File: src/rtl/branch_target_buffer_sa.sv
// Set-associative branch target buffer for the maverickOne fetch stage.
// Registered lookup (1 cycle, read-before-write), update port from execute
// that trains 2-bit counters on hits and allocates on taken misses with a
// per-set round-robin victim pointer. Single-cycle flush of all entries.
package maverickOne_pkg;
    parameter int XLEN = 32;
endpackage

module branch_target_buffer_sa #(
    parameter int NUM_SETS = 16,
    parameter int NUM_WAYS = 2,
    parameter int XLEN     = maverickOne_pkg::XLEN
) (
    input  logic clk_i,
    input  logic arst_ni,
    branch_target_buffer_sa_if.slave btb_if
);
    localparam int IDXW = $clog2(NUM_SETS);
    localparam int TAGW = XLEN - 2 - IDXW;
    localparam int TGTW = XLEN - 2;
    localparam int WAYW = (NUM_WAYS > 1) ? $clog2(NUM_WAYS) : 1;

    // Table state; only valid bits and victim pointers need a reset value.
    logic [NUM_WAYS-1:0] r_valid [NUM_SETS];
    logic [WAYW-1:0]     r_ptr   [NUM_SETS];
    logic [TAGW-1:0]     r_tag   [NUM_SETS][NUM_WAYS];
    logic [TGTW-1:0]     r_tgt   [NUM_SETS][NUM_WAYS];
    logic [1:0]          r_ctr   [NUM_SETS][NUM_WAYS];

    logic            r_lk_valid;
    logic            r_lk_hit;
    logic            r_lk_taken;
    logic [XLEN-1:0] r_lk_target;

    logic [IDXW-1:0]     w_lk_idx;
    logic [TAGW-1:0]     w_lk_tag;
    logic [NUM_WAYS-1:0] w_lk_match;
    logic [WAYW-1:0]     w_lk_way;
    logic                w_lk_hit;

    logic [IDXW-1:0]     w_up_idx;
    logic [TAGW-1:0]     w_up_tag;
    logic [NUM_WAYS-1:0] w_up_match;
    logic [WAYW-1:0]     w_up_way;
    logic                w_up_hit;
    logic                w_inv_found;
    logic [WAYW-1:0]     w_inv_way;
    logic [WAYW-1:0]     w_victim;
    logic [WAYW-1:0]     w_ptr_next;
    logic                w_alloc;
    logic                w_train;
    logic                w_unused;

    assign w_lk_idx = btb_if.lookup_pc_i[2 +: IDXW];
    assign w_lk_tag = btb_if.lookup_pc_i[XLEN-1:2+IDXW];
    assign w_up_idx = btb_if.upd_pc_i[2 +: IDXW];
    assign w_up_tag = btb_if.upd_pc_i[XLEN-1:2+IDXW];

    // Byte-offset bits are never stored or compared.
    assign w_unused = ^{btb_if.lookup_pc_i[1:0], btb_if.upd_pc_i[1:0], btb_if.upd_target_i[1:0]};

    // Lookup tag compare across all ways of the indexed set.
    always_comb begin
        w_lk_match = '0;
        w_lk_way   = '0;
        for (int w = 0; w < NUM_WAYS; w++) begin
            if (r_valid[w_lk_idx][w] && (r_tag[w_lk_idx][w] == w_lk_tag)) begin
                w_lk_match[w] = 1'b1;
                w_lk_way      = WAYW'(w);
            end
        end
    end
    assign w_lk_hit = |w_lk_match;

    // Update tag compare plus victim choice: lowest invalid way, else round-robin.
    always_comb begin
        w_up_match  = '0;
        w_up_way    = '0;
        w_inv_found = 1'b0;
        w_inv_way   = '0;
        for (int w = 0; w < NUM_WAYS; w++) begin
            if (r_valid[w_up_idx][w] && (r_tag[w_up_idx][w] == w_up_tag)) begin
                w_up_match[w] = 1'b1;
                w_up_way      = WAYW'(w);
            end
        end
        for (int w = NUM_WAYS - 1; w >= 0; w--) begin
            if (!r_valid[w_up_idx][w]) begin
                w_inv_found = 1'b1;
                w_inv_way   = WAYW'(w);
            end
        end
    end
    assign w_up_hit   = |w_up_match;
    assign w_victim   = w_inv_found ? w_inv_way : r_ptr[w_up_idx];
    assign w_ptr_next = (r_ptr[w_up_idx] == WAYW'(NUM_WAYS - 1)) ? '0 : r_ptr[w_up_idx] + 1'b1;

    // A same-cycle flush drops the update entirely.
    assign w_alloc = btb_if.upd_valid_i && !w_up_hit && btb_if.upd_taken_i && !btb_if.flush_i;
    assign w_train = btb_if.upd_valid_i && w_up_hit && !btb_if.flush_i;

    // Valid bits and victim pointers: cleared by reset or flush, set on allocation.
    always_ff @(posedge clk_i or negedge arst_ni) begin
        if (!arst_ni) begin
            for (int s = 0; s < NUM_SETS; s++) begin
                r_valid[s] <= '0;
                r_ptr[s]   <= '0;
            end
        end else if (btb_if.flush_i) begin
            for (int s = 0; s < NUM_SETS; s++) begin
                r_valid[s] <= '0;
                r_ptr[s]   <= '0;
            end
        end else if (w_alloc) begin
            r_valid[w_up_idx][w_victim] <= 1'b1;
            if (!w_inv_found) begin
                r_ptr[w_up_idx] <= w_ptr_next;
            end
        end
    end

    // Entry payload: counter training on hits, fresh weakly-taken entry on allocation.
    always_ff @(posedge clk_i) begin
        if (w_train) begin
            if (btb_if.upd_taken_i) begin
                if (r_ctr[w_up_idx][w_up_way] != 2'b11) begin
                    r_ctr[w_up_idx][w_up_way] <= r_ctr[w_up_idx][w_up_way] + 2'b01;
                end
                r_tgt[w_up_idx][w_up_way] <= btb_if.upd_target_i[XLEN-1:2];
            end else if (r_ctr[w_up_idx][w_up_way] != 2'b00) begin
                r_ctr[w_up_idx][w_up_way] <= r_ctr[w_up_idx][w_up_way] - 2'b01;
            end
        end else if (w_alloc) begin
            r_tag[w_up_idx][w_victim] <= w_up_tag;
            r_tgt[w_up_idx][w_victim] <= btb_if.upd_target_i[XLEN-1:2];
            r_ctr[w_up_idx][w_victim] <= 2'b10;
        end
    end

    // Registered prediction from pre-edge table contents; all zero when no request.
    always_ff @(posedge clk_i or negedge arst_ni) begin
        if (!arst_ni) begin
            r_lk_valid  <= 1'b0;
            r_lk_hit    <= 1'b0;
            r_lk_taken  <= 1'b0;
            r_lk_target <= '0;
        end else begin
            r_lk_valid  <= btb_if.lookup_valid_i;
            r_lk_hit    <= btb_if.lookup_valid_i && w_lk_hit;
            r_lk_taken  <= btb_if.lookup_valid_i && w_lk_hit && r_ctr[w_lk_idx][w_lk_way][1];
            r_lk_target <= (btb_if.lookup_valid_i && w_lk_hit) ? {r_tgt[w_lk_idx][w_lk_way], 2'b00} : '0;
        end
    end

    assign btb_if.lookup_valid_o  = r_lk_valid;
    assign btb_if.lookup_hit_o    = r_lk_hit;
    assign btb_if.lookup_taken_o  = r_lk_taken;
    assign btb_if.lookup_target_o = r_lk_target;

    // A tag may live in at most one way of its set.
    a_lk_onehot: assert property (@(posedge clk_i) disable iff (!arst_ni) $onehot0(w_lk_match))
        else $error("btb: multiple ways hit on lookup");
    a_up_onehot: assert property (@(posedge clk_i) disable iff (!arst_ni) $onehot0(w_up_match))
        else $error("btb: multiple ways hit on update");

endmodule

File: src/rtl/branch_target_buffer_sa_if.sv
// Fetch/execute-side bundle for the branch target buffer:
// flush, lookup request/response and resolved-branch update.
interface branch_target_buffer_sa_if #(
    parameter int XLEN = 32
) ();
    logic            flush_i;
    logic            lookup_valid_i;
    logic [XLEN-1:0] lookup_pc_i;
    logic            lookup_valid_o;
    logic            lookup_hit_o;
    logic            lookup_taken_o;
    logic [XLEN-1:0] lookup_target_o;
    logic            upd_valid_i;
    logic [XLEN-1:0] upd_pc_i;
    logic [XLEN-1:0] upd_target_i;
    logic            upd_taken_i;

    // Pipeline side: issues lookups/updates, consumes predictions.
    modport master (
        output flush_i, lookup_valid_i, lookup_pc_i,
        output upd_valid_i, upd_pc_i, upd_target_i, upd_taken_i,
        input  lookup_valid_o, lookup_hit_o, lookup_taken_o, lookup_target_o
    );

    // Buffer side.
    modport slave (
        input  flush_i, lookup_valid_i, lookup_pc_i,
        input  upd_valid_i, upd_pc_i, upd_target_i, upd_taken_i,
        output lookup_valid_o, lookup_hit_o, lookup_taken_o, lookup_target_o
    );
endinterface

File: src/flat_wrapper.sv
// flat-port wrapper written by rule: the top's interface ports become plain ports
module branch_target_buffer_sa_flat 
#(
    parameter int NUM_SETS = 16,
    parameter int NUM_WAYS = 2,
    parameter int XLEN     = maverickOne_pkg::XLEN
)
  (clk_i, arst_ni, btb_if_flush_i, btb_if_lookup_valid_i, btb_if_lookup_pc_i, btb_if_upd_valid_i, btb_if_upd_pc_i, btb_if_upd_target_i, btb_if_upd_taken_i, btb_if_lookup_valid_o, btb_if_lookup_hit_o, btb_if_lookup_taken_o, btb_if_lookup_target_o);
  branch_target_buffer_sa_if #(.XLEN(XLEN)) btb_if_i ();
  input  logic clk_i;
  input  logic arst_ni;
  input wire logic [$bits(btb_if_i.flush_i)-1:0] btb_if_flush_i;
  input wire logic [$bits(btb_if_i.lookup_valid_i)-1:0] btb_if_lookup_valid_i;
  input wire logic [$bits(btb_if_i.lookup_pc_i)-1:0] btb_if_lookup_pc_i;
  input wire logic [$bits(btb_if_i.upd_valid_i)-1:0] btb_if_upd_valid_i;
  input wire logic [$bits(btb_if_i.upd_pc_i)-1:0] btb_if_upd_pc_i;
  input wire logic [$bits(btb_if_i.upd_target_i)-1:0] btb_if_upd_target_i;
  input wire logic [$bits(btb_if_i.upd_taken_i)-1:0] btb_if_upd_taken_i;
  output wire logic [$bits(btb_if_i.lookup_valid_o)-1:0] btb_if_lookup_valid_o;
  output wire logic [$bits(btb_if_i.lookup_hit_o)-1:0] btb_if_lookup_hit_o;
  output wire logic [$bits(btb_if_i.lookup_taken_o)-1:0] btb_if_lookup_taken_o;
  output wire logic [$bits(btb_if_i.lookup_target_o)-1:0] btb_if_lookup_target_o;
  assign btb_if_i.flush_i = btb_if_flush_i;
  assign btb_if_i.lookup_valid_i = btb_if_lookup_valid_i;
  assign btb_if_i.lookup_pc_i = btb_if_lookup_pc_i;
  assign btb_if_i.upd_valid_i = btb_if_upd_valid_i;
  assign btb_if_i.upd_pc_i = btb_if_upd_pc_i;
  assign btb_if_i.upd_target_i = btb_if_upd_target_i;
  assign btb_if_i.upd_taken_i = btb_if_upd_taken_i;
  assign btb_if_lookup_valid_o = btb_if_i.lookup_valid_o;
  assign btb_if_lookup_hit_o = btb_if_i.lookup_hit_o;
  assign btb_if_lookup_taken_o = btb_if_i.lookup_taken_o;
  assign btb_if_lookup_target_o = btb_if_i.lookup_target_o;
  branch_target_buffer_sa #(.NUM_SETS(NUM_SETS), .NUM_WAYS(NUM_WAYS), .XLEN(XLEN)) u_core (.clk_i(clk_i), .arst_ni(arst_ni), .btb_if(btb_if_i));
endmodule
File: config.mk
export PLATFORM = sky130hd
export DESIGN_NAME = branch_target_buffer_sa_flat
export DESIGN_NICKNAME = d
export VERILOG_FILES = /design/src/rtl/branch_target_buffer_sa.sv /design/src/rtl/branch_target_buffer_sa_if.sv /design/src/flat_wrapper.sv
export SDC_FILE = /design/constraint.sdc
export NUM_CORES = 2
export LEC_CHECK = 0
export CAP_MARGIN = 20
export CELL_PAD_IN_SITES_DETAIL_PLACEMENT = 1
export CELL_PAD_IN_SITES_GLOBAL_PLACEMENT = 2
export CORE_MARGIN = 1.5
export CORE_UTILIZATION = 40
export CTS_CLUSTER_SIZE = 30
export DETAILED_ROUTE_END_ITERATION = 16
export PLACE_DENSITY = 0.69
export SLEW_MARGIN = 20
export SYNTH_ARGS = -nofsm -noshare
export SYNTH_HDL_FRONTEND = slang
export SYNTH_SLANG_ARGS = --single-unit
File: constraint.sdc
create_clock -name clk_i -period 6.1 [get_ports clk_i]
set_input_delay 1.83 -clock clk_i [delete_from_list [all_inputs] [get_ports clk_i]]
set_output_delay 1.83 -clock clk_i [all_outputs]
set_load 0.01 [all_outputs]
==> load_flow_metrics.sql <==
INSERT INTO impl_metrics (metric_group, metric, value, unit) VALUES
('synth', 'synth_top_cell_area_share', '66.2', '%'),
('timing', 'rsz0062_at_grt', 'no', ''),
('floorplan', 'initial_core_utilization', '40.2', '%'),
('grt', 'track_usage', '25.0', '%'),
('timing', 'fin_worst_skew', '47.0', 'ps'),
('grt', 'globalRoute.totalOverflow', '0', ''),
('layout', 'finalNetCount', '4838', ''),
('floorplan', 'top_level_ports', '137', ''),
('synth', 'synth_seq_cells', '1937', ''),
('synth', 'post_synth_num_cell_types', '89', ''),
('timing', 'worst_slew_pin_slew', '1110', 'ps'),
('clocking', 'clk_pin_slew_worst_paths', '60', 'ps'),
('worst_setup_path', 'crit_path_cell_trace', 'buf_8 > buf_12 > buf_12 > mux4_2 > mux2i_1 > xnor2_1 > a31oi_1 > nor4_1 > nand4_1 > or3_1 > mux2i_1 > ha_1 > or4b_4 > o21ai_2 > mux2i_1 > buf_12 > nor3_1 > buf_4', ''),
('synth', 'fraction_of_registers_with_async_set_reset', '4.18', '%'),
('clocking', 'tritoncts_buffers', '201', ''),
('worst_hold_path', 'worst_hold_path_ep', 'u_core.r_valid[0]', ''),
('route', 'wirelength', '265000', 'microns'),
('clocking', 'numClockSinks', '1937', ''),
('worst_setup_path', 'largest_delay_contributor_family_on_the_critical_path', 'simple AND/OR/NAND/NOR gates', ''),
('power_and_ir_drop', 'switchingPower', '6.68', 'mW'),
('route', 'route.vias.total', '46600', ''),
('worst_setup_path', 'critical_path_buf_inv_count', '5', ''),
('route', 'detailedRoute.firstPassIterationCount', '7', ''),
('route', 'route.met2.wl', '133000', 'microns'),
('floorplan', 'chipHeight', '462', 'microns'),
('grt', 'pin_count_of_the_biggest_net_entering_global_routing', '115', ''),
('synth', 'synth-edff-count', '1856', ''),
('status', 'status', 'completed', ''),
('worst_setup_path', 'worst-endpoint-required', '6690', 'ps'),
('layout', 'fillCellCount', '19000', ''),
('power_and_ir_drop', 'vdd_ir_drop_max', '0.315', 'mV'),
('synth', 'synth_cells', '4080', ''),
('placed_design', 'buffer_ports.inserted', '128', ''),
('grt', 'grt_first_pass_wirelength', '375000', 'microns'),
('worst_setup_path', 'worstReg2RegEnd', 'u_core.r_ctr[10][3]', ''),
('grt', 'number_of_global_route_vias_before_repair', '48700', ''),
('power_and_ir_drop', 'clock_power_share', '42.7', '%'),
('power_and_ir_drop', 'power.sequential.fraction', '49.6', '%'),
('worst_setup_path', 'ff2ff_setup_slack', '1290', 'ps'),
('worst_hold_path', 'min_delay_path_depth', '2', ''),
('synth', 'synth.yosys.seq_area_share', '68.6', '%'),
('power_and_ir_drop', 'p_sw_share', '22.7', '%'),
('synth', 'ys_dominant_reg_cell', 'sky130_fd_sc_hd__edfxtp_1', ''),
('timing', 'timing.final.hold_violations', '0', ''),
('timing', 'fin_ws', '242', 'ps'),
('synth', 'synth.top_cells.by_area', 'sky130_fd_sc_hd__edfxtp_1, sky130_fd_sc_hd__mux4_2, sky130_fd_sc_hd__dfrtp_1', ''),
('placed_design', 'dp_cells', '7336', ''),
('clocking', 'cts_setup_buffers', '0', ''),
('worst_setup_path', 'slowest_stage_cell_crit_path', 'sky130_fd_sc_hd__mux4_2', ''),
('grt', 'antenna_found_initial', '8', ''),
('synth', 'syn_avg_cell_area', '20.6', 'sq um'),
('floorplan', 'core_area', '209000', 'sq um'),
('route', 'route.detailed.drc', '0', ''),
('timing', 'slew_viols_final', '0', ''),
('clocking', 'postCtsHoldBufs', '0', ''),
('floorplan', 'die-width', '462', 'microns'),
('layout', 'area_growth_syn_to_layout', '20.6', '%'),
('power_and_ir_drop', 'power_report.internal_total', '22.8', 'mW'),
('power_and_ir_drop', 'p_leak', '32.8', 'nW'),
('timing', 'setup_violations', '0', ''),
('clocking', 'post_cts_resize_count', '0', ''),
('worst_setup_path', 'max_stage_delay_on_crit_path', '510', 'ps'),
('clocking', 'cts_tree', 'yes', ''),
('timing', 'timing.final.crit_period', '5860', 'ps'),
('placed_design', 'dp_slack', '-568', 'ps'),
('route', 'antenna_left', '0', ''),
('worst_setup_path', 'ff2ff_path_depth', '16', ''),
('route', 'dr_wl_met3', '16000', 'microns'),
('clocking', 'root_buffer', 'sky130_fd_sc_hd__clkbuf_16', ''),
('power_and_ir_drop', 'totalPowerFinal', '29.5', 'mW'),
('synth', 'synth-warning-count', '0', '');
[area by class of cell]
| class | count | area share [%] |
|---|---|---|
| Antenna cell | 2 | 0.00493 |
| Clock buffer | 231 | 5.12 |
| Clock inverter | 145 | 1.55 |
| Inverter | 66 | 0.252 |
| Multi-Input combinational cell | 1808 | 24.8 |
| Sequential cell | 1937 | 56.9 |
| Tap cell | 2805 | 3.45 |
| Timing Repair Buffer | 720 | 8.00 |
[power groups by stage]
stage                     Sequential, mW  Clock, mW  Combinational (mW)
after floorplan                     14.9          0                1.19
after global placement              14.9          0                2.25
after detailed placement            14.9          0                2.28
after CTS                           14.6       12.8                2.29
after global routing                14.6       13.3                2.38
final                               14.6       12.6                2.27
[worst max path at each step]
stage / startpoint / endpoint / cells after the start
floorplan: btb_if_upd_pc_i[2] / u_core.r_tgt[11][0] / 13
global placement: btb_if_upd_pc_i[3] / u_core.r_tgt[9][58] / 18
detailed placement: btb_if_upd_pc_i[3] / u_core.r_tgt[9][58] / 18
CTS: btb_if_upd_pc_i[3] / u_core.r_ctr[10][2] / 18
global route: btb_if_upd_pc_i[3] / u_core.r_ctr[10][2] / 18
finish: btb_if_upd_pc_i[3] / u_core.r_ctr[10][3] / 18
[registers in the layout, indices dropped and copies added, names as in the netlist]
| signal | cells |
|---|---|
| u_core.btb_if.lookup_taken_o | 1 |
| u_core.r_ctr | 64 |
| u_core.r_tag | 832 |
| u_core.r_ptr | 16 |
| u_core.r_tgt | 960 |
| u_core.btb_if.lookup_target_o | 30 |
| u_core.r_valid | 32 |
| u_core.btb_if.lookup_valid_o | 1 |
| u_core.btb_if.lookup_hit_o | 1 |
[logic make-up (layout without fill, tap and decap cells)]
family | count (synthesis) | in the layout | share of synthesized area [%]
buf+inv | 336 | 1162 | 2.16
mux | 1013 | 1013 | 23.2
other cells | 1 | 4 | 0.00445
simple gates | 386 | 386 | 2.40
flops | 1937 | 1937 | 68.6
compound gates | 315 | 315 | 2.73
fa+ha+maj | 2 | 2 | 0.0297
xor+xnor | 90 | 90 | 0.936
[cells in the mapped netlist (all sizes together) (16+ instances only)]
cell and n:
edfxtp 1856, mux4 743, mux2i 199, buf 172, clkbuf 98, nor2 96
nor3 86, dfrtp 81, xnor2 79, mux2 71, nand2 71, inv 64
o22ai 57, a21oi 33, a22oi 32, o21ai 25, a31oi 24, and3 22
a221oi 19, nand3 18, o32ai 18, a311oi 16
[stage by stage]
stage | instance area (sq um) | hold WS [ps] | utilization (%) | TNS (ps)
2_1_floorplan | 84400 | 496 | - | -370430
3_3_place_gp | 94900 | 509 | 45.3 | -630210
3_5_place_dp | 94900 | 526 | 45.3 | -634910
4_1_cts | 102000 | 538 | 48.6 | 0
5_1_grt | 102000 | 573 | 48.5 | 0
6_report | 102000 | 536 | 48.5 | 0
[layout by cell type, fill, tap and decap left out, types with 63 or more instances in the layout]
cell type | synthesis | final
sky130_fd_sc_hd__mux2i_1 | 199 | 199
sky130_fd_sc_hd__mux4_2 | 743 | 743
sky130_fd_sc_hd__buf_12 | 0 | 197
sky130_fd_sc_hd__clkbuf_16 | 0 | 204
sky130_fd_sc_hd__edfxtp_1 | 1856 | 1856
sky130_fd_sc_hd__dfrtp_1 | 81 | 81
sky130_fd_sc_hd__buf_4 | 46 | 395
sky130_fd_sc_hd__clkdlybuf4s50_1 | 0 | 102
sky130_fd_sc_hd__mux2_2 | 70 | 70
sky130_fd_sc_hd__nand2_1 | 71 | 69
sky130_fd_sc_hd__inv_1 | 63 | 63
sky130_fd_sc_hd__xnor2_1 | 79 | 79
[worst min-delay path, delay by kind of cell, from the launching register on]
family,cells,cell delay (ps)
AO/OA/AOI/OAI,1,90
buffers and inverters,1,50
flip-flops,1,360
[layer usage]
layer	GRT usage, %	vias up
met5	0	-
met4	6.70	4
met3	3.79	379
met2	41.9	1733
met1	34.0	25700
li1	-	18800
Power figures use the tool's default switching activity.
